===== config.mk =====
export PLATFORM = sky130hd
export DESIGN_NAME = snoop_initiator
export DESIGN_NICKNAME = d
export VERILOG_FILES = /design/src/rtl/ace_snoop_pkg.sv /design/src/rtl/snoop_initiator.sv
export SDC_FILE = /design/constraint.sdc
export NUM_CORES = 1
export LEC_CHECK = 0
export BUFFER_PORTS_ARGS = -buffer_cell sky130_fd_sc_hd__buf_2
export CORE_ASPECT_RATIO = 0.75
export CORE_MARGIN = 2
export CORE_UTILIZATION = 38
export CTS_CLUSTER_SIZE = 12
export DETAILED_ROUTE_END_ITERATION = 6
export PLACE_DENSITY = 0.77
export SYNTH_ARGS = -nofsm -noshare
export SYNTH_HDL_FRONTEND = slang
export SYNTH_SLANG_ARGS = --single-unit

===== constraint.sdc =====
create_clock -name ACLK -period 1.7 [get_ports ACLK]
set_clock_uncertainty 0.1 [all_clocks]
set_input_delay 0.17 -clock ACLK [delete_from_list [all_inputs] [get_ports ACLK]]
set_output_delay 0.17 -clock ACLK [all_outputs]
set_load 0.02 [all_outputs]

===== src/rtl/ace_snoop_pkg.sv =====
// Shared ACE snoop-channel definitions, used by both the interconnect-side
// snoop initiator and the L1 snoop-responder.
package ace_snoop_pkg;

    localparam logic [3:0] READ_SHARED  = 4'b0001;
    localparam logic [3:0] READ_UNIQUE  = 4'b0111;
    localparam logic [3:0] MAKE_INVALID = 4'b1101;

    // CRRESP bit positions
    localparam int DT  = 0;
    localparam int ERR = 1;
    localparam int PD  = 2;
    localparam int IS  = 3;
    localparam int WU  = 4;

    typedef enum logic [2:0] {
        IDLE    = 3'd0,
        AC_SEND = 3'd1,
        CR_WAIT = 3'd2,
        CD_RECV = 3'd3,
        DONE    = 3'd4
    } snoop_state_e;

    // A line follows on CD only if the responder set DataTransfer on a snoop
    // that is allowed to carry data.
    function automatic logic cr_expects_data(input logic [4:0] resp, input logic [3:0] snoop);
        return resp[DT] && (snoop != MAKE_INVALID);
    endfunction

endpackage


===== src/rtl/snoop_initiator.sv =====
// Interconnect-side ACE snoop master: issues one snoop on AC, collects CR,
// streams any CD line into the line buffer and reports completion.
//
// state   | meaning
// IDLE    | waiting for an arbiter request (req_ready=1)
// AC_SEND | ACVALID held with stable payload until ACREADY
// CR_WAIT | CRREADY=1, waiting for the snoop response
// CD_RECV | accepting CD beats into the line buffer (CDREADY=buf_ready)
// DONE    | one-cycle completion pulse to the arbiter
module snoop_initiator
    import ace_snoop_pkg::*;
#(
    parameter int ADDR_WIDTH = 32,
    parameter int DATA_WIDTH = 32,
    parameter int LINE_WORDS = 16,
    localparam int IDX_W     = (LINE_WORDS > 1) ? $clog2(LINE_WORDS) : 1
) (
    input  logic                  ACLK,
    input  logic                  ARESETn,

    input  logic                  req_valid,
    output logic                  req_ready,
    input  logic [3:0]            req_snoop,
    input  logic [ADDR_WIDTH-1:0] req_addr,
    input  logic [2:0]            req_prot,

    output logic                  ACVALID,
    input  logic                  ACREADY,
    output logic [ADDR_WIDTH-1:0] ACADDR,
    output logic [3:0]            ACSNOOP,
    output logic [2:0]            ACPROT,

    input  logic                  CRVALID,
    output logic                  CRREADY,
    input  logic [4:0]            CRRESP,

    input  logic                  CDVALID,
    output logic                  CDREADY,
    input  logic [DATA_WIDTH-1:0] CDDATA,
    input  logic                  CDLAST,

    input  logic                  buf_ready,
    output logic                  buf_wr_en,
    output logic [IDX_W-1:0]      buf_wr_idx,
    output logic [DATA_WIDTH-1:0] buf_wr_data,

    output logic                  done,
    output logic [4:0]            done_resp,
    output logic                  done_has_data,
    output logic                  done_err
);

    localparam logic [IDX_W-1:0] LAST_IDX = IDX_W'(LINE_WORDS - 1);

    snoop_state_e          state_q, state_d;
    logic [ADDR_WIDTH-1:0] ac_addr_q;
    logic [3:0]            ac_snoop_q;
    logic [2:0]            ac_prot_q;
    logic [4:0]            done_resp_q;
    logic                  done_has_data_q;
    logic                  done_err_q;
    logic [IDX_W-1:0]      beat_cnt_q;

    logic                  beat_accept;
    logic                  beat_is_last;

    assign beat_is_last = (beat_cnt_q == LAST_IDX);

    always_comb begin
        state_d     = state_q;
        req_ready   = 1'b0;
        ACVALID     = 1'b0;
        CRREADY     = 1'b0;
        CDREADY     = 1'b0;
        buf_wr_en   = 1'b0;
        beat_accept = 1'b0;
        done        = 1'b0;

        case (state_q)
            IDLE: begin
                req_ready = 1'b1;
                if (req_valid) state_d = AC_SEND;
            end
            AC_SEND: begin
                ACVALID = 1'b1;
                if (ACREADY) state_d = CR_WAIT;
            end
            CR_WAIT: begin
                CRREADY = 1'b1;
                if (CRVALID) state_d = cr_expects_data(CRRESP, ac_snoop_q) ? CD_RECV : DONE;
            end
            CD_RECV: begin
                CDREADY     = buf_ready;
                beat_accept = CDVALID && buf_ready;
                buf_wr_en   = beat_accept;
                // An early CDLAST still ends the transfer on that beat.
                if (beat_accept && (beat_is_last || CDLAST)) state_d = DONE;
            end
            DONE: begin
                done    = 1'b1;
                state_d = IDLE;
            end
            default: state_d = IDLE;
        endcase
    end

    always_ff @(posedge ACLK or negedge ARESETn) begin
        if (!ARESETn) begin
            state_q         <= IDLE;
            ac_addr_q       <= '0;
            ac_snoop_q      <= '0;
            ac_prot_q       <= '0;
            done_resp_q     <= '0;
            done_has_data_q <= 1'b0;
            done_err_q      <= 1'b0;
            beat_cnt_q      <= '0;
        end else begin
            state_q <= state_d;
            case (state_q)
                IDLE: begin
                    if (req_valid) begin
                        ac_addr_q       <= req_addr;
                        ac_snoop_q      <= req_snoop;
                        ac_prot_q       <= req_prot;
                        done_resp_q     <= '0;
                        done_has_data_q <= 1'b0;
                        done_err_q      <= 1'b0;
                        beat_cnt_q      <= '0;
                    end
                end
                CR_WAIT: begin
                    if (CRVALID) begin
                        done_resp_q     <= CRRESP;
                        done_has_data_q <= cr_expects_data(CRRESP, ac_snoop_q);
                        // DataTransfer on MakeInvalid is a responder protocol error.
                        done_err_q      <= CRRESP[ERR] ||
                                           (CRRESP[DT] && (ac_snoop_q == MAKE_INVALID));
                    end
                end
                CD_RECV: begin
                    if (beat_accept) begin
                        if (!beat_is_last) beat_cnt_q <= beat_cnt_q + 1'b1;
                        if (CDLAST != beat_is_last) done_err_q <= 1'b1;
                    end
                end
                default: ;
            endcase
        end
    end

    assign ACADDR        = ac_addr_q;
    assign ACSNOOP       = ac_snoop_q;
    assign ACPROT        = ac_prot_q;
    assign buf_wr_idx    = beat_cnt_q;
    assign buf_wr_data   = CDDATA;
    assign done_resp     = done_resp_q;
    assign done_has_data = done_has_data_q;
    assign done_err      = done_err_q;

endmodule

==> impl_results.md <==
* Run status: completed
* End of the worst register-to-register path: done_err$_DFFE_PN0P_
* Critical Path RT at 1.79 ns
* Core area at 6380 um^2
* Peak supply drop at ~700 uV
* Clock power share at a little under an eighth
* Synth Warn # at 0
* Drc violations at 0
* Vias in the first global route at approximately 2,300
* Setup WS post-layout at 0.0160 ns
* Antenna cell count at 0
* Global-route wire length before repair at 10.4 mm
* Normalized max-slew margin at 72.3%
* Most common cell after layout, fill and taps aside: nand2_1
* GRT Util Overall at around 18%
* Cells after Synth at 284
* Pre-CTS setup slack at -0.0255 ns
* Final WL at around 6.3 mm
* Final Hold Fails at 0
* Worst setup path start: buf_wr_idx[0]$_DFFE_PN0P_
* Full die area at approximately 7300 um^2
* Hold WS at between 0.02 and 0.025 ns
* FF-to-FF setup slack at 0.02 ns
* Largest net degree at the start of global routing at 54
* Leakage at a little under 0.002 uW
* Root Driver: clkbuf_8
* Yosys reg bits at 53
* DP HPWL at roughly 4.2 mm
* HP Start: CRRESP[2]
* Sw Pwr at 2590 uW
* Post-route setup TNS at 0 ns
* Crit path max fanout at 2
* Library cells used by synthesis at 30
* Seq/Total Area, Yosys at about 52%
* Crit path time final at approximately 1.7 ns
* Min-delay worst type: in2reg
* Switch share at 43.9%
* PD cells at roughly 1600 nW/um^2
* Layout Area Growth over Synthesis at 41.5%
* Fmax at 594 MHz
* Placed cells at about 440
* Reg power frac at a little under two fifths
* Tcrit/Tclk final at slightly below 100%
* Most frequent cells in the layout: nand2_1 (127), buf_2 (105), dfrtp_1 (50)
* RSZ-0062 raised after global routing: yes
* H-tree levels at 2
* CTS tree: built
* Mapped cell area at 2530 um^2
* Fin nets at 497
* Initial Util at between 30 and 40%
* IO Pins at 172
* Layout cells sized above 1 at roughly 36%
* Max_cap viols at 0
* Gate power share at between 50% and 60%
* Ys flop type: dfrtp_1
* PnR Total Power at ~5900 uW
* Gr ovfl total at 0
* Worst-margin pin slew at 0.413 ns
* Routed len/inst at 12.9 um
* Syn Area/Cell at 8.90 um^2
* Routability cong. at around 0.8
* Fill count at about 570
* Setup crit start kind: register
* Critical Path End Type: register
* CP Class: reg2reg
* Reg2Reg Depth at 7
* Vias at ~2,300
* Drt first pass iters at 4
* Crit path to: done_err$_DFFE_PN0P_
* Clk_lat worst skew at ~0.29 ns
* Clock sink count at 53
* WP data arrival at around 1.8 ns
* Internal at 3310 uW
* Reg2reg start: buf_wr_idx[0]$_DFFE_PN0P_
* Clk pin slew, worst setup/hold paths at 0.09 ns
* Die Span Y at approximately 75 um
* Longest Clk Path Bufs at 2
* Drt via density at 4.72
* Initial DRC count at 75
* Final slew viol count at 0
* Number of flops mapped to enable cells by yosys at 0
* Antenna-violating nets left at 0
* Syn Nets at 370
* Cell row count at 25
* Number of port buffers at 107
* Async set-reset flop share out of synthesis at 100%
* TritonCTS buffer count at 5
* Setup-failing EPs final at 0
* Antenna violations before repair at 0
* Die extent in x at between 90 and 100 um
* Layout Cells excl Fill at around 490
==> logic make-up (layout without fill, tap and decap cells) <==
logic type	Yosys count	after routing	synth area share (%)
compound gates	22	22	5.34
fa+ha+maj	2	2	0.989
buf+inv	51	178	14.2
flops	53	53	52.4
mux	5	5	2.03
simple gates	151	151	24.9
==> worst min path at each step <==
stage | cells after the start | slack, ns | end
2_1_floorplan | 0 | -0.23 | ACADDR[0]$_DFFE_PN0P_
3_5_place_dp | 2 | 0.09 | ACADDR[16]$_DFFE_PN0P_
5_1_grt | 3 | 0.02 | done_resp[3]$_DFFE_PN0P_
3_3_place_gp | 2 | 0.08 | ACADDR[17]$_DFFE_PN0P_
4_1_cts | 3 | 0.007 | done_resp[3]$_DFFE_PN0P_
6_report | 3 | 0.02 | done_resp[2]$_DFFE_PN0P_
==> metal layers <==
layer | part of all wire (%) | track usage (%)
met5 | 0 | 0
met1 | 43 | 21.8
met4 | 0.88 | 4.72
met2 | 50 | 31.4
met3 | 6.4 | 4.36
==> per-stage QoR <==
step | utilization, % | cell area (um^2)
detailed placement | 47.1 | 3010
CTS | 55.4 | 3540
global route | 56.1 | 3580
finish | 56.1 | 3580
floorplan | - | 2550
global placement | 47.1 | 3010
==> layout make-up <==
type	count	area, um^2	area share, %
clock buffers	6	82.6	2.31
clock inverters	1	7.51	0.210
inverters	6	22.5	0.629
multi-input cells	180	918	25.7
flip-flops and latches	53	1330	37.2
well taps	81	101	2.83
repair buffers	165	1120	31.2
==> synth_stat cells (2+ instances only) <==
cell type	count	area, um^2
inv_1	6	22.5
clkbuf_1	4	15.0
o211ai_1	2	15.0
ha_1	2	25.0
nor3_1	3	15.0
mux2i_1	4	40.0
nand2_1	128	480
dfrtp_1	53	1330
buf_4	32	240
nor2_1	4	15.0
a21boi_0	2	15.0
nand3_1	4	20.0
nand2b_1	3	18.8
buf_2	3	15.0
o21ai_0	14	70.1
buf_6	6	67.6
==> repair_timing <==
| item | CTS | global route |
|---|---|---|
| endpoints found under the setup margin | 3 | 16 |
| hold endpoints to repair | 93 | 0 |
| resized for setup | 5 | 9 |
| pin swaps | 2 | 1 |
| buffers inserted | 0 | 2 |
| hold buffers | 41 | 0 |
==> state kept, by name, indices dropped and copies added, names as in the netlist <==
name and cells:
done_err 1, state_q 3, ACADDR 32, ACSNOOP 4, ACPROT 3, buf_wr_idx 4
done_has_data 1, done_resp 5
==> worst max-delay path, cell delays in order (launching register included) <==
cell     delay (ns)
dfrtp_2        0.40
ha_4           0.14
and3_4         0.17
inv_2          0.04
ha_4           0.26
nand3_2        0.05
o22ai_2        0.11
mux2_4         0.31
==> power by group through the flow <==
stage                     combinational [uW]  clock, uW  sequential [uW]
final                                   3010        711             2170
after global routing                    3330        800             2250
after CTS                               2950        741             2180
after detailed placement                2860          0             2190
after global placement                  2780          0             2160
after floorplan                         1280          0             2810
(Power assumes the default switching activity.)
